===== config.mk =====
export PLATFORM = sky130hd
export DESIGN_NAME = sample_stream_ctrl_flat
export DESIGN_NICKNAME = d
export VERILOG_FILES = /design/src/rtl/sample_stream_if.sv /design/src/rtl/sample_stream_ctrl.sv /design/src/flat_wrapper.sv
export SDC_FILE = /design/constraint.sdc
export NUM_CORES = 1
export LEC_CHECK = 0
export ABC_AREA = 1
export CORE_MARGIN = 2
export CORE_UTILIZATION = 35
export DETAILED_ROUTE_END_ITERATION = 10
export MAX_ROUTING_LAYER = met4
export PLACE_DENSITY = 0.55
export SKIP_CTS_REPAIR_TIMING = 1
export SYNTH_ARGS = -nofsm -noshare
export SYNTH_HDL_FRONTEND = slang
export SYNTH_SLANG_ARGS = --single-unit

===== constraint.sdc =====
create_clock -name clk -period 3.4 [get_ports clk]
set_input_delay 0.85 -clock clk [delete_from_list [all_inputs] [get_ports clk]]
set_output_delay 0.85 -clock clk [all_outputs]
set_load 0.03 [all_outputs]

===== src/rtl/sample_stream_if.sv =====
// Handshake bundle between a sample source/host and sample_stream_ctrl.
// master = host/source side, slave = controller side.
interface sample_stream_if #(
  parameter int DW = 22
);
  logic          start;
  logic          stop;
  logic          src_valid;
  logic [DW-1:0] src_data;
  logic          src_last;
  logic          src_ready;
  logic          out_valid;
  logic [DW-1:0] out_data;
  logic          busy;
  logic          done;
  logic          underrun;

  modport master (
    output start, stop, src_valid, src_data, src_last,
    input  src_ready, out_valid, out_data, busy, done, underrun
  );

  modport slave (
    input  start, stop, src_valid, src_data, src_last,
    output src_ready, out_valid, out_data, busy, done, underrun
  );
endinterface


===== src/rtl/sample_stream_ctrl.sv =====
// Buffers a signed sample stream in a FIFO, prefills, then emits one sample every
// RATE_DIV cycles with underrun/end-of-stream detection. Option: HOLD_ON_UNDERRUN_EN.
module sample_stream_ctrl #(
  parameter int DW       = 22,
  parameter int DEPTH    = 8,
  parameter int PREFILL  = 4,
  parameter int RATE_DIV = 4
) (
  input  logic            clk,
  input  logic            rst,
  sample_stream_if.slave  bus
);
  localparam int AW = $clog2(DEPTH);
  localparam int CW = AW + 1;
  localparam int RW = (RATE_DIV > 1) ? $clog2(RATE_DIV) : 1;

  typedef enum logic [1:0] {S_IDLE, S_FILL, S_RUN, S_DONE} state_t;

  state_t          state_reg, state_next;
  logic [CW-1:0]   count_reg;
  logic [AW-1:0]   wr_ptr_reg, rd_ptr_reg;
  logic            last_seen_reg;
  logic [RW-1:0]   rate_cnt_reg;
  logic            out_valid_reg;
  logic [DW-1:0]   out_data_reg;
  logic            underrun_reg;
  logic [DW-1:0]   mem [DEPTH];

  logic accepting, push, tick, empty, pop, starve, flush, hold_strobe;
  logic busy_c, done_c;

  // Readiness depends only on registered state so a pop never reaches src_ready.
  assign accepting = ((state_reg == S_FILL) || (state_reg == S_RUN)) &&
                     (count_reg < CW'(DEPTH)) && !last_seen_reg;
  assign push   = bus.src_valid && accepting;
  assign tick   = (state_reg == S_RUN) && (rate_cnt_reg == RW'(RATE_DIV - 1));
  assign empty  = (count_reg == '0);
  assign pop    = tick && !empty;
  assign starve = tick && empty && !last_seen_reg;
  assign flush  = bus.stop || (state_reg == S_DONE);

`ifdef HOLD_ON_UNDERRUN_EN
  assign hold_strobe = starve;
`else
  assign hold_strobe = 1'b0;
`endif

  always_ff @(posedge clk or posedge rst) begin
    if (rst) state_reg <= S_IDLE;
    else     state_reg <= state_next;
  end

  always_comb begin
    state_next = state_reg;
    busy_c     = (state_reg != S_IDLE);
    done_c     = (state_reg == S_DONE);
    case (state_reg)
      S_IDLE:  if (bus.start) state_next = S_FILL;
      S_FILL:  if ((count_reg >= CW'(PREFILL)) || last_seen_reg) state_next = S_RUN;
      S_RUN:   if (empty && last_seen_reg) state_next = S_DONE;
      S_DONE:  state_next = S_IDLE;
      default: state_next = S_IDLE;
    endcase
    if (bus.stop) state_next = S_IDLE;
  end

  always_ff @(posedge clk) begin
    if (push) mem[wr_ptr_reg] <= bus.src_data;
  end

  always_ff @(posedge clk or posedge rst) begin
    if (rst) begin
      count_reg     <= '0;
      wr_ptr_reg    <= '0;
      rd_ptr_reg    <= '0;
      last_seen_reg <= 1'b0;
      rate_cnt_reg  <= '0;
      out_valid_reg <= 1'b0;
      out_data_reg  <= '0;
      underrun_reg  <= 1'b0;
    end else begin
      if (flush) begin
        count_reg     <= '0;
        wr_ptr_reg    <= '0;
        rd_ptr_reg    <= '0;
        last_seen_reg <= 1'b0;
      end else begin
        if (push) wr_ptr_reg <= wr_ptr_reg + AW'(1);
        if (pop)  rd_ptr_reg <= rd_ptr_reg + AW'(1);
        case ({push, pop})
          2'b10:   count_reg <= count_reg + CW'(1);
          2'b01:   count_reg <= count_reg - CW'(1);
          default: count_reg <= count_reg;
        endcase
        if (push && bus.src_last) last_seen_reg <= 1'b1;
      end

      // Held at zero outside RUN, so the first tick lands RATE_DIV cycles into RUN.
      if (state_reg != S_RUN || tick) rate_cnt_reg <= '0;
      else                            rate_cnt_reg <= rate_cnt_reg + RW'(1);

      out_valid_reg <= !bus.stop && (pop || hold_strobe);
      if (!bus.stop && pop) out_data_reg <= mem[rd_ptr_reg];

      if ((state_reg == S_IDLE) && bus.start && !bus.stop) underrun_reg <= 1'b0;
      else if (starve && !bus.stop)                       underrun_reg <= 1'b1;
    end
  end

  assign bus.src_ready = accepting;
  assign bus.out_valid = out_valid_reg;
  assign bus.out_data  = out_data_reg;
  assign bus.busy      = busy_c;
  assign bus.done      = done_c;
  assign bus.underrun  = underrun_reg;
endmodule

===== src/flat_wrapper.sv =====
// flat-port wrapper written by rule: the top's interface ports become plain ports
module sample_stream_ctrl_flat 
#(
  parameter int DW       = 22,
  parameter int DEPTH    = 8,
  parameter int PREFILL  = 4,
  parameter int RATE_DIV = 4
)
  (clk, rst, bus_start, bus_stop, bus_src_valid, bus_src_data, bus_src_last, bus_src_ready, bus_out_valid, bus_out_data, bus_busy, bus_done, bus_underrun);
  sample_stream_if #(.DW(DW)) bus_i ();
  input  logic clk;
  input  logic rst;
  input wire logic [$bits(bus_i.start)-1:0] bus_start;
  input wire logic [$bits(bus_i.stop)-1:0] bus_stop;
  input wire logic [$bits(bus_i.src_valid)-1:0] bus_src_valid;
  input wire logic [$bits(bus_i.src_data)-1:0] bus_src_data;
  input wire logic [$bits(bus_i.src_last)-1:0] bus_src_last;
  output wire logic [$bits(bus_i.src_ready)-1:0] bus_src_ready;
  output wire logic [$bits(bus_i.out_valid)-1:0] bus_out_valid;
  output wire logic [$bits(bus_i.out_data)-1:0] bus_out_data;
  output wire logic [$bits(bus_i.busy)-1:0] bus_busy;
  output wire logic [$bits(bus_i.done)-1:0] bus_done;
  output wire logic [$bits(bus_i.underrun)-1:0] bus_underrun;
  assign bus_i.start = bus_start;
  assign bus_i.stop = bus_stop;
  assign bus_i.src_valid = bus_src_valid;
  assign bus_i.src_data = bus_src_data;
  assign bus_i.src_last = bus_src_last;
  assign bus_src_ready = bus_i.src_ready;
  assign bus_out_valid = bus_i.out_valid;
  assign bus_out_data = bus_i.out_data;
  assign bus_busy = bus_i.busy;
  assign bus_done = bus_i.done;
  assign bus_underrun = bus_i.underrun;
  sample_stream_ctrl #(.DW(DW), .DEPTH(DEPTH), .PREFILL(PREFILL), .RATE_DIV(RATE_DIV)) u_core (.clk(clk), .rst(rst), .bus(bus_i));
endmodule

==> key figures <==
Power and ir drop
  – VDD IR max: 0.281 mV
  – Total Power: 6.33 mW
  – Power density over cell area: 599 nW/um2
  – Leakage: 4.12 nW

Routing
  – Drt wl/cell: 16.5 um
  – Detail Route Antenna Nets: 0
  – Vias/cell: 4.80
  – Pre-antenna DRT Iters: 5
  – DRC: 0
  – Post-Route WL: 19.6 mm
  – 1st-iter DRT viols: 357
  – DR vias: 5,689

Critical path
  – Crit path buffers/inverters: 2
  – Arr. time, crit path: 2.19 ns
  – Crit Path Max Fanout: 4
  – Setup CP Type: flip-flop to output pin
  – WP data required: 2.55 ns
  – CP peak stage delay: 0.69 ns
  – R2R cell count: 13
  – Worst flop-to-flop path endpoint: u_core.count_reg[2]
  – Worst path slowest cell: clkdlybuf4s50_1
  – R2R Setup Slk: 1.04 ns
  – Startpoint types: flip-flop
  – RR Startpoint: u_core.state_reg[1]
  – Cell Chain, Critical Path: inv_1 -> ha_1 -> nand2_1 -> nor2_1 -> clkdlybuf4s50_1
  – Top delay family on crit path: buffers and inverters
  – Nature of the critical path endpoint: output pin

Floorplan
  – Initial Utilization: 35.4%
  – Row cnt: 58
  – Core area: 25,000 um2
  – Die area: 26,500 um2
  – Io pins: 55
  – Die height: 163 um
  – Chip width: 163 um

Finish
  – Ant diodes: 0
  – NumNets Final: 875
  – Sequential Area: 6260 um2
  – Design Area, Final: 10,600 um2
  – Largest register FFs: 176
  – Fill cells: 2,336
  – Finished Layout Cells: 1,184
  – Area growth syn-to-layout: 19.6%
  – Multi-input gate area: 2270 um2
  – Ratio of cells with drive above 1 in the final layout: 8.78%

Global routing
  – Vias in the first global route: 5,544
  – Grt total ovfl: 0
  – Total track usage: 15.4%
  – Largest net degree at the start of global routing: 90
  – Global-route wire length before repair: 30.8 mm
  – Initial antenna violation count: 0

Clock tree
  – Sink Count: 215
  – Clk_lat worst skew: 0.51 ns
  – Root buffer cell: clkbuf_16
  – Worst-path clk slew: 0.06 ns
  – Clk buf depth: 3
  – H-tree level count: 1
  – Total CTS buffers: 24
  – CTS tree: done

Hold path
  – Hold EP: u_core.rate_cnt_reg[0]
  – Worst Hold Depth: 1
  – Worst min path class: flip-flop to flip-flop
  – Hold Path Origin: u_core.rate_cnt_reg[0]

Job
  – Max-capacitance violation count: 0

STA
  – Post-route clock period utilization: 89.5%
  – Final setup violation count: 0
  – Actual slew at the worst max-slew pin: 1.08 ns
  – Final Hold Fails: 0
  – Final Skew: 0.0102 ns
  – Setup ws final: 0.358 ns
  – Pins over their slew limit: 0
  – RSZ-0062 raised after global routing: false
  – Fmax: 329 MHz
  – Slew margin rel.: 27.6%
  – Final Critical Period: 3.04 ns
  – Fin Setup TNS: 0 ns

Run status
  – Status: finished, final reports clean

Logic synthesis
  – Yosys Warn Count: 0
  – Post-Syn Nets: 815
  – Async set or reset register ratio after synthesis: 18.1%
  – Syn avg cell area: 11.4 um2
  – Number of synthesized flops with an enable pin: 176
  – #FFs+latches synth: 215
  – Most used DFF post-synth: edfxtp_1
  – Yosys cell types: 28
  – Sequential element share of the synthesized area: 70.9%
  – Synth Instances: 776
  – Cell Area, Synth: 8830 um2

Place
  – Routability cong.: 0.793
  – Placement-stage cell area: 9740 um2
  – Setup WS pre-CTS: 0.755 ns
  – DP Cell Count: 1,140
  – PortBufs: 54
  – Dpl hpwl: 11.4 mm
-- worst max path at each step --
stage	depth (start not counted)	to	slack [ns]	start
floorplan	8	u_core.mem[1][0]	0.31	u_core.state_reg[0]
global placement	10	u_core.count_reg[2]	0.79	bus_src_valid
detailed placement	6	u_core.mem[0][8]	0.76	bus_src_valid
CTS	5	bus_src_ready	0.34	u_core.state_reg[0]
global route	5	bus_src_ready	0.25	u_core.state_reg[0]
finish	5	bus_src_ready	0.36	u_core.state_reg[1]
-- cell usage after synthesis (3+ instances only) --
cell	count	share of area (%)
buf_2	24	1.4
nor2_1	19	0.81
edfxtp_1	176	60
ha_1	11	1.6
dfrtp_1	39	11
nand3_1	142	8.0
buf_4	3	0.25
a21oi_1	6	0.34
inv_2	4	0.17
inv_1	22	0.93
nand2_1	275	12
buf_6	4	0.51
clkbuf_1	7	0.30
o21ai_0	20	1.1
o21ai_1	9	0.51
-- metrics by stage --
stage          utilization (%)  hold WS, ns
2_1_floorplan                -        0.416
3_3_place_gp              39.0        0.433
3_5_place_dp              39.0        0.437
4_1_cts                   42.3        0.447
5_1_grt                   42.3        0.461
6_report                  42.3        0.442
-- where the power goes --
| group | switching, mW | total (mW) | internal, mW |
|---|---|---|---|
| clock network | 1.01 | 2.67 | 1.65 |
| logic | 0.419 | 0.611 | 0.192 |
| registers | 0.0472 | 3.05 | 3.00 |
| total | 1.48 | 6.33 | 4.85 |
-- layout make-up --
class                      count  share of cell area, %
sequential                   215                   59.3
clock inverter                12                   1.60
clock buffer                  32                   6.17
timing repair buffer          73                   6.58
multi-input combinational    495                   21.5
inverter                      27                  0.983
tap                          330                   3.91
-- metal layers --
layer	vias to the layer above	share of wire (%)	track usage, %
met3	22	5.1	2.80
met2	123	47	24.7
met5	-	0	-
li1	2784	-	-
met1	2760	46	20.5
met4	0	1.4	3.46
-- worst register-to-register path, stage by stage (launching register included) --
cell	delay, ns
dfrtp_1	0.41
inv_1	0.10
ha_1	0.31
nand2_1	0.06
nor2_1	0.12
nand2_1	0.21
ha_1	0.32
nor2_1	0.10
nor2_1	0.06
ha_1	0.17
a21oi_1	0.16
nand3_1	0.09
nand2_1	0.07
o22ai_1	0.06
-- kinds of logic after synthesis --
group                      count (synthesis)  share of synthesized area, %
and+or+nand+nor                          444                          21.5
DFF                                      215                          70.9
buffers and inverters                     66                          3.64
AOI/OAI and AO/OA                         39                          2.31
adders and majority gates                 11                          1.56
xor gates and xnor gates                   1                        0.0992
-- cell usage in the layout (no fill, tap or decap), types with 9 or more instances in the layout --
cell and n:
nand2_1 275, edfxtp_1 176, nand3_1 142, clkdlybuf4s50_1 54
dfrtp_1 38, clkbuf_16 25, inv_1 21, o21ai_0 20
buf_4 18, nor2_1 11, ha_1 11, nor2_2 9
o21ai_1 9
Note: power is estimated with default switching activity, not from simulation.
